===== src/rtl/exec_pkg.sv =====
// Shared definitions for the execute stage: widths, opcode encodings and the
// S1 operand-latch payload.
package exec_pkg;

  localparam int unsigned DATA_W = 12;
  localparam int unsigned ALU_W  = 8;
  localparam int unsigned RD_W   = 3;
  localparam int unsigned OP_W   = 3;

  localparam logic [OP_W-1:0] OP_ADD  = 3'b000;
  localparam logic [OP_W-1:0] OP_SUB  = 3'b001;
  localparam logic [OP_W-1:0] OP_AND  = 3'b010;
  localparam logic [OP_W-1:0] OP_OR   = 3'b011;
  localparam logic [OP_W-1:0] OP_XOR  = 3'b100;
  localparam logic [OP_W-1:0] OP_SHL  = 3'b101;
  localparam logic [OP_W-1:0] OP_SHR  = 3'b110;
  localparam logic [OP_W-1:0] OP_PASS = 3'b111;

  // Only the active ALU bits of each operand are kept; the upper bits never
  // influence the result.
  typedef struct packed {
    logic [OP_W-1:0]  opcode;
    logic [ALU_W-1:0] op_a;
    logic [ALU_W-1:0] op_b;
    logic [RD_W-1:0]  rd;
  } s1_payload_t;

endpackage


===== src/rtl/exec_alu8.sv =====
// Combinational 8-bit ALU with a two-group carry-lookahead adder shared by
// ADD and SUB.
//   opcode : operation select (exec_pkg OP_*)
//   a, b   : 8-bit operands
//   result : 8-bit result
//   carry  : ADD carry-out / SUB no-borrow, 0 for all other operations
module exec_alu8
  import exec_pkg::*;
(
  input  logic [OP_W-1:0]  opcode,
  input  logic [ALU_W-1:0] a,
  input  logic [ALU_W-1:0] b,
  output logic [ALU_W-1:0] result,
  output logic             carry
);

  // Carries into bit positions 1..4 of a 4-bit group, fully looked ahead.
  function automatic logic [3:0] cla4(input logic [3:0] g,
                                      input logic [3:0] p,
                                      input logic       cin);
    logic [3:0] c;
    c[0] = g[0] | (p[0] & cin);
    c[1] = g[1] | (p[1] & g[0]) | (p[1] & p[0] & cin);
    c[2] = g[2] | (p[2] & g[1]) | (p[2] & p[1] & g[0])
         | (p[2] & p[1] & p[0] & cin);
    c[3] = g[3] | (p[3] & g[2]) | (p[3] & p[2] & g[1])
         | (p[3] & p[2] & p[1] & g[0]) | (p[3] & p[2] & p[1] & p[0] & cin);
    return c;
  endfunction

  logic             is_sub;
  logic [ALU_W-1:0] b_eff;
  logic [ALU_W-1:0] gen;
  logic [ALU_W-1:0] prop;
  logic [3:0]       c_lo;
  logic [3:0]       c_hi;
  logic [ALU_W:0]   carries;
  logic [ALU_W-1:0] sum;

  // SUB is A + ~B + 1: invert B and feed the +1 in as carry-in.
  assign is_sub  = (opcode == OP_SUB);
  assign b_eff   = is_sub ? ~b : b;
  assign gen     = a & b_eff;
  assign prop    = a ^ b_eff;
  assign c_lo    = cla4(gen[3:0], prop[3:0], is_sub);
  assign c_hi    = cla4(gen[7:4], prop[7:4], c_lo[3]);
  assign carries = {c_hi, c_lo, is_sub};
  assign sum     = prop ^ carries[ALU_W-1:0];

  // Operation select.
  always_comb begin
    result = sum;
    carry  = 1'b0;
    case (opcode)
      OP_ADD,
      OP_SUB:  begin
        result = sum;
        carry  = carries[ALU_W];
      end
      OP_AND:  result = a & b;
      OP_OR:   result = a | b;
      OP_XOR:  result = a ^ b;
      OP_SHL:  result = a << b[2:0];
      OP_SHR:  result = a >> b[2:0];
      OP_PASS: result = b;
      default: result = sum;
    endcase
  end

endmodule


===== src/rtl/exec_alu_stage.sv =====
// Two-deep pipelined execute stage: S1 latches the decoded operation, the ALU
// sits between S1 and S2, and S2 holds the result for writeback.
//   clk, rst_n          : clock, synchronous active-low reset
//   flush               : kills both stages at the next edge
//   in_valid/in_ready   : upstream handshake
//   in_opcode/op1/op2/rd: decoded operation
//   out_valid/out_ready : writeback handshake
//   out_result/rd/carry/zero : registered S2 result, result[11:8] always 0
module exec_alu_stage
  import exec_pkg::*;
(
  input  logic              clk,
  input  logic              rst_n,
  input  logic              flush,
  input  logic              in_valid,
  output logic              in_ready,
  input  logic [OP_W-1:0]   in_opcode,
  input  logic [DATA_W-1:0] in_op1,
  input  logic [DATA_W-1:0] in_op2,
  input  logic [RD_W-1:0]   in_rd,
  output logic              out_valid,
  input  logic              out_ready,
  output logic [DATA_W-1:0] out_result,
  output logic [RD_W-1:0]   out_rd,
  output logic              out_carry,
  output logic              out_zero
);

  logic              s1_valid;
  s1_payload_t       s1_q;
  logic              s2_valid;
  logic [DATA_W-1:0] s2_result;
  logic [RD_W-1:0]   s2_rd;
  logic              s2_carry;
  logic              s2_zero;

  logic              s2_adv;
  logic              accept;
  logic [ALU_W-1:0]  alu_result;
  logic              alu_carry;
  logic              unused_op_hi;

  // Upper operand bits are architecturally ignored.
  assign unused_op_hi = ^{in_op1[DATA_W-1:ALU_W], in_op2[DATA_W-1:ALU_W]};

  // Handshake: S1 may move into S2 when S2 is empty or draining.
  assign s2_adv   = s1_valid & (~s2_valid | out_ready);
  assign in_ready = rst_n & ~flush & (~s1_valid | s2_adv);
  assign accept   = in_valid & in_ready;

  exec_alu8 u_alu (
    .opcode (s1_q.opcode),
    .a      (s1_q.op_a),
    .b      (s1_q.op_b),
    .result (alu_result),
    .carry  (alu_carry)
  );

  // S1 operand latch.
  always_ff @(posedge clk) begin
    if (!rst_n) begin
      s1_valid <= 1'b0;
      s1_q     <= '0;
    end else begin
      if (flush)       s1_valid <= 1'b0;
      else if (accept) s1_valid <= 1'b1;
      else if (s2_adv) s1_valid <= 1'b0;

      if (accept) begin
        s1_q <= '{opcode: in_opcode,
                  op_a:   in_op1[ALU_W-1:0],
                  op_b:   in_op2[ALU_W-1:0],
                  rd:     in_rd};
      end
    end
  end

  // S2 result latch; flush kills the held item even if out_ready is high.
  always_ff @(posedge clk) begin
    if (!rst_n) begin
      s2_valid  <= 1'b0;
      s2_result <= '0;
      s2_rd     <= '0;
      s2_carry  <= 1'b0;
      s2_zero   <= 1'b0;
    end else begin
      if (flush)          s2_valid <= 1'b0;
      else if (s2_adv)    s2_valid <= 1'b1;
      else if (out_ready) s2_valid <= 1'b0;

      if (s2_adv && !flush) begin
        s2_result <= DATA_W'(alu_result);
        s2_rd     <= s1_q.rd;
        s2_carry  <= alu_carry;
        s2_zero   <= (alu_result == '0);
      end
    end
  end

  assign out_valid  = s2_valid;
  assign out_result = s2_result;
  assign out_rd     = s2_rd;
  assign out_carry  = s2_carry;
  assign out_zero   = s2_zero;

endmodule


===== config.mk =====
export PLATFORM = sky130hd
export DESIGN_NAME = exec_alu_stage
export DESIGN_NICKNAME = d
export VERILOG_FILES = /design/src/rtl/exec_pkg.sv /design/src/rtl/exec_alu8.sv /design/src/rtl/exec_alu_stage.sv
export SDC_FILE = /design/constraint.sdc
export NUM_CORES = 1
export LEC_CHECK = 0
export BUFFER_PORTS_ARGS = -buffer_cell sky130_fd_sc_hd__buf_2
export CORE_MARGIN = 2
export CORE_UTILIZATION = 29
export DETAILED_ROUTE_END_ITERATION = 10
export PLACE_DENSITY_LB_ADDON = 0.05
export SETUP_SLACK_MARGIN = 0.1
export SLEW_MARGIN = 15
export SYNTH_ARGS = -nofsm -noshare
export SYNTH_HDL_FRONTEND = slang
export SYNTH_HIERARCHICAL = 1
export SYNTH_SLANG_ARGS = --single-unit

===== constraint.sdc =====
create_clock -name clk -period 3.4 [get_ports clk]
set_input_delay 0.51 -clock clk [delete_from_list [all_inputs] [get_ports clk]]
set_output_delay 0.51 -clock clk [all_outputs]
set_load 0.05 [all_outputs]

# ---- Yosys cells after proc, flatten, opt, wreduce, memory -nomap -nowiden
# Index checks and enable logic that the tools add are counted.
# W data, S select, Z words.
dict set report word_totals {
  register_bits 37
  latch_bits 0
  ramBits 0
  mem_bits_ro 0
  inputBits 35
  output_inout_bits 19
  wordCells 103
  n_memories 0
}
dict set report classes {
  add_sub_neg 0
  mul 0
  div_mod_pow 0
  order_cmp 0
  n_eq_ne 7
  shifts 2
  n_mux 7
  bitwise_logic 69
  n_reduce_logical 8
}
# op n
set op_table {}
lappend op_table {{$pmux W8 S7} 1}
lappend op_table {{$and A1 B1 Y1} 36}
lappend op_table {{$xor A8 B8 Y8} 3}
lappend op_table {{$or A1 B1 Y1} 22}
lappend op_table {{$and A8 B8 Y8} 2}
lappend op_table {{$eq A3 B3 Y1 const B} 4}
lappend op_table {{$logic_not A8 Y1} 1}
lappend op_table {{$mux W8} 1}
lappend op_table {{$not A8 Y8} 1}
lappend op_table {{$or A8 B8 Y8} 1}
lappend op_table {{$shl A8 B3 Y8} 1}
lappend op_table {{$shr A8 B3 Y8} 1}
lappend op_table {{$eq A3 B2 Y1 const B} 2}
lappend op_table {{$mux W1} 5}
lappend op_table {{$not A1 Y1} 4}
lappend op_table {{$reduce_bool A2 Y1} 2}
lappend op_table {{$reduce_or A2 Y1} 2}
lappend op_table {{$eq A3 B1 Y1 const B} 1}
lappend op_table {{$logic_not A3 Y1} 1}
lappend op_table {{$logic_and A1 B1 Y1} 1}
lappend op_table {{$logic_not A1 Y1} 1}

# ---- Longest topological paths before layout
dict set report depth {
  word_depth 13
  mapped_depth 17
  ltp_nobuf 15
}

# ---- Modules after synthesis
# The synthesis kept the hierarchy.
# mod instances cells_per_inst area_each_um2 seq_area_each_um2
set by_module_without_submodules {}
lappend by_module_without_submodules {exec_alu8 1 217 1572.8 0.0}
lappend by_module_without_submodules {exec_alu_stage 1 177 1560.2 740.7}

# ---- Worst setup path after synthesis
# Ideal clock, no wire load.
dict set report synth_timing {
  path_kind {register to register}
  startpoint {register s1_q[20] (netlist name)}
  endpoint {register s2_zero (netlist: out_zero)}
  setup_time_ps 70
  arrival_time_ps 3335
  required_time_ps 3330
  setup_slack_ps -5
  path_stages_with_launch 18
  path_buffers 2
  period_less_slack_ps 3405
  cell_sequence {dfxtp_1 -> buf_6 -> or3b_1 -> buf_6 -> xnor2_1 -> ha_1 -> nand2_1 -> o21ai_4 -> and3_4 -> nor2b_1 -> fa_1 -> xor2_1 -> o22ai_1 -> a222oi_1 -> o211ai_1 -> nor4_1 -> nand4_1 -> a21boi_1}
}
dict set report synth_between {
  elab_chain_len 13
  word_cells_on_any_way 56
  cone_classes {7 x eq/ne; 2 x mux; 44 x bitwise; 3 x reduce/logical}
}
# element line
set synth_rtl {}
lappend synth_rtl {{start, declared} exec_alu_stage.sv:30} ;# s1_payload_t s1_q;
lappend synth_rtl {{start signal, assigned} exec_alu_stage.sv:70} ;# s1_q <= '{opcode: in_opcode,
lappend synth_rtl {{$eq A3 B1 Y1} {exec_alu8.sv:41, exec_alu8.sv:54}}
lappend synth_rtl {{$mux W8} exec_alu8.sv:42} ;# assign b_eff = is_sub ? ~b : b;
lappend synth_rtl {{$xor A8 B8 Y8 / $and A8 B8 Y8 (equally long branches)} {exec_alu8.sv:44, exec_alu8.sv:43}}
lappend synth_rtl {{$and A1 B1 Y1, on equally long branches} {exec_alu8.sv:26, exec_alu8.sv:27}}
lappend synth_rtl {{$or A1 B1 Y1, or another cell as far along} exec_alu8.sv:26} ;# c[3] = g[3] | (p[3] & g[2]) | (p[3] & p[2] & g[1])
lappend synth_rtl {{$or A1 B1 Y1 / $and A1 B1 Y1 (equally long branches)} {exec_alu8.sv:26, exec_alu8.sv:27}}
lappend synth_rtl {{$or A1 B1 Y1 / $and A1 B1 Y1 (equally long branches)} exec_alu8.sv:27} ;# | (p[3] & p[2] & p[1] & g[0]) | (p[3] & p[2] & p[1] & p[0] & cin);
lappend synth_rtl {{$or A1 B1 Y1} exec_alu8.sv:27}
lappend synth_rtl {{$and A1 B1 Y1} exec_alu8.sv:22} ;# c[0] = g[0] | (p[0] & cin);
lappend synth_rtl {{$or A1 B1 Y1} exec_alu8.sv:22}
lappend synth_rtl {{$xor A8 B8 Y8} exec_alu8.sv:48} ;# assign sum = prop ^ carries[ALU_W-1:0];
lappend synth_rtl {{$pmux W8 S7 *} exec_alu8.sv:54} ;# case (opcode)
lappend synth_rtl {{net alu_result[5]} exec_alu_stage.sv:39} ;# logic [ALU_W-1:0] alu_result;
lappend synth_rtl {{$logic_not A8 Y1 *} exec_alu_stage.sv:95} ;# s2_zero <= (alu_result == '0);
lappend synth_rtl {{end signal, assigned} exec_alu_stage.sv:95}
lappend synth_rtl {{end, declared} exec_alu_stage.sv:35} ;# logic s2_zero;
# Mark *: on every way through the listed nets, which the timed path passes. The rest lies on a longest branch.
# A chain may end at the register's enable or synchronous reset.

# ---- Final worst setup path
dict set report layout_timing {
  startpoint {register s1_q[19] (netlist name)}
  endpoint {register s2_zero (netlist: out_zero)}
}
# Same word-level chain as after synthesis.

==> flow_summary.ini <==
[status]
status = complete, no violations

[timing]
worst_clock_skew_ns = 0.0114
max_freq_mhz = 307
fin_ws_ns = 0.140
hold_violations = 0
fin_crit_ns = 3.26
rsz0062_at_grt = yes
slew_violations = 0
worst_pin_slew_ns = 0.561
slew_headroom = 0.625
fin_crit_sh = 0.959
setup_viol = 0

[synth]
synthAdderAreaFrac = 0.106
synth-compound-area-share = 0.241
seq_area_frac_synth = 0.236
netlist_top_cells_area = dfxtp_1, ha_1, mux2i_1
synth_top_area_share = 0.236
synthSimpleGateAreaFrac = 0.204
synth_edf_count = 0
netlist_area_um2 = 3130
ys_types = 59
synth_flop_cell = dfxtp_1
yosysWarnings = 6
syn_area_per_cell_um2 = 7.95
ys_ff_latch = 37
synth_area_leader_cell = dfxtp_1
synth_mux_area_frac = 0.0891
syn_inst = 394
async_flop_share = 0
synthXorXnorAreaFrac = 0.0335
synth_top_family_by_area = compound AO/OA/AOI/OAI gates

[floorplanning]
core_area_um2 = 10400
start_util = 0.301
fp.dieW_um = 108
io_pins = 54
die_area_um2 = 11700
die_h_um = 108
row_count = 37

[setup_path]
path_class = flop to flop
arrival_ns = 3.49
critPathTopFamily = compound AO/OA/AOI/OAI gates
path_max_fanout = 7
crit_chain = or3b_4 -> buf_6 -> xnor2_1 -> ha_1 -> a21oi_1 -> nor2b_4 -> fa_2 -> xor2_1 -> o22ai_1 -> a222oi_1 -> o211ai_1 -> nor4_2 -> nand4_1 -> a21boi_1
required_ns = 3.63
cp_slowest_cell = or3b_4
crit_path_start_kind = flop
path_depth = 14
reg2reg_depth = 14
cp-endpoint = out_zero
r2r-end = out_zero
crit_buf_inv = 1
r2r_start = s1_q[19]
cp-end-kind = flop
crit_path_max_incr_delay_ns = 0.41
crit_path_start = s1_q[19]
rrSetupSlack_ns = 0.14

[placed_design]
place_area_um2 = 3470
portBuffers = 41
dp_hpwl_mm = 6.99
gp_congestion = 0.823
post-place-ws_ns = -0.0391

[power]
swShare = 0.333
p_leak_nw = 1.46
p_clk_frac = 0.304
powerDensity_nw_per_um2 = 316
irDropWorstVdd_mv = 0.138
power.share.combinational = 0.288
power_switching_uw = 383
pwr-share-seq = 0.408
internal_power_uw = 769

[drt]
drc_errors = 0
wl_per_cell_um = 16.3
vias = 2969
drt-vias-per-instance = 5.21
dr.pass1.iters = 5
drtAntennaViolNets = 0
wl_mm = 9.31
drtIter0Drc = 132

[global_route]
grt_pass1_vias = 2814
track_usage = 0.165
grt.overflow.total = 0
grt_start_max_net_pins = 38
grt_pass1_wl_mm = 15.0
antenna_found_initial = 0

[layout]
final_area_um2 = 3640
synthToLayoutAreaGrowth_pct = 16.1
nNetsFinal = 494
antenna_cells = 0
n_fill_cell = 1113
drive_gt1_frac = 0.249
finalCoreUtilization = 0.349

[clocking]
path_clk_slew_ns = 0.08
clockRootBuffer = clkbuf_8
insertion_delay_ns = 0.29
cts_sinks = 37
clockBufferDepth = 2
hold_buffers = 0
cts_max_level = 2
cts_made_buffers = 5
cts_tree = built

[flow_run]
max_cap_viol_count = 0

[worst_hold_path]
hp-class = input port to flop
==> stage by stage <==
stage | std cells | setup TNS [ns] | hold slack (ns) | power (mW)
final | 570 | 0 | 0.441 | 1.15
after global routing | 570 | -0.101 | 0.435 | 1.23
after CTS | 569 | 0 | 0.426 | 1.17
after detailed placement | 560 | -0.0391 | 0.454 | 0.796
after global placement | 560 | 0 | 0.455 | 0.797
after floorplan | 397 | 0 | 0.440 | 0.709
==> power groups by stage <==
stage          registers (mW)  clock network, mW  logic [mW]
2_1_floorplan           0.486                  0       0.222
3_3_place_gp            0.479                  0       0.318
3_5_place_dp            0.479                  0       0.317
4_1_cts                 0.470              0.370       0.327
5_1_grt                 0.472              0.386       0.367
6_report                0.469              0.350       0.332
==> synthesized netlist by cell type, types with 3 or more instances <==
master      n
clkbuf_1   10
nand3_1    40
buf_4       4
nand2_1    46
a21boi_1   13
nor3_1      6
o21ai_1    14
nand2b_1    6
nand4_1     4
a222oi_1    3
ha_1       25
mux2i_1    20
a22oi_1     3
buf_2      10
a21oi_1    15
buf_6       5
o21ai_0    15
mux2_2      3
nor2_1     10
o2111ai_1   3
o21ai_2    20
inv_1      22
dfxtp_1    37
xnor2_1    10
o211ai_1    3
==> worst min-delay path, cell delays in order <==
cell and delay, ns:
buf_2 0.07, nand3_1 0.07, o21ai_2 0.05
==> metal layers <==
metal | wire (um) | global-route usage | share of wire
met5 | 0 | 0 | 0
met4 | 225 | 0.0586 | 0.024
met3 | 360 | 0.0235 | 0.039
met2 | 4070 | 0.246 | 0.44
met1 | 4660 | 0.240 | 0.50
==> layout by cell type (no fill, tap or decap), types with 3 or more instances in the layout <==
master	instances
nand3_1	40
a21boi_1	13
o2111ai_1	3
o211ai_1	3
clkbuf_8	7
buf_4	19
nor3_1	6
dfxtp_1	36
nor2_1	10
nand2b_1	6
a222oi_1	3
nand2_1	45
inv_1	22
o21ai_2	20
a21oi_1	14
a22oi_1	3
nand4_1	4
ha_1	24
mux2i_1	20
xnor2_1	9
buf_2	41
mux2_2	3
o21ai_0	15
o21ai_1	14
conb_1	4
==> repair_timing <==
item,4_1_cts,5_1_grt
pin swaps,12,7
endpoints found under the hold margin,0,0
endpoints found under the setup margin,1,1
gates cloned,0,0
buffers inserted,1,1
resized for setup,8,1
==> flip-flops by register name, indices dropped and copies added (netlist names) <==
| name | cells |
|---|---|
| s1_q | 22 |
| out_carry | 1 |
| out_result | 8 |
| s1_valid | 1 |
| out_zero | 1 |
| out_valid | 1 |
| out_rd | 3 |
==> how the worst min path moves through the flow <==
stage	depth (start not counted)	slack [ns]	from	end
after floorplan	2	0.44	s1_q[0]	s1_q[0]
after global placement	2	0.46	s1_q[0]	s1_q[0]
after detailed placement	2	0.45	s1_q[1]	s1_q[1]
after CTS	3	0.43	in_op1[5]	s1_q[16]
after global routing	3	0.44	in_op2[5]	s1_q[8]
final	3	0.44	in_op1[5]	s1_q[16]
==> logic make-up after synthesis <==
kind of cell / count (synthesis)
compound gates: 107
fa+ha+maj: 26
buf+inv: 56
flops: 37
xor+xnor: 12
mux: 25
other cells: 1
simple gates: 130
==> layout make-up <==
type / count / area [um2] / area share
repair buffers: 61 / 359 / 0.0987
multi-input cells: 304 / 2170 / 0.597
flip-flops and latches: 37 / 742 / 0.204
clock buffers: 7 / 96.3 / 0.0265
well taps: 136 / 170 / 0.0468
clock inverters: 1 / 8.76 / 0.00241
inverters: 24 / 90.1 / 0.0248
Note: power is estimated with default switching activity, not from simulation.
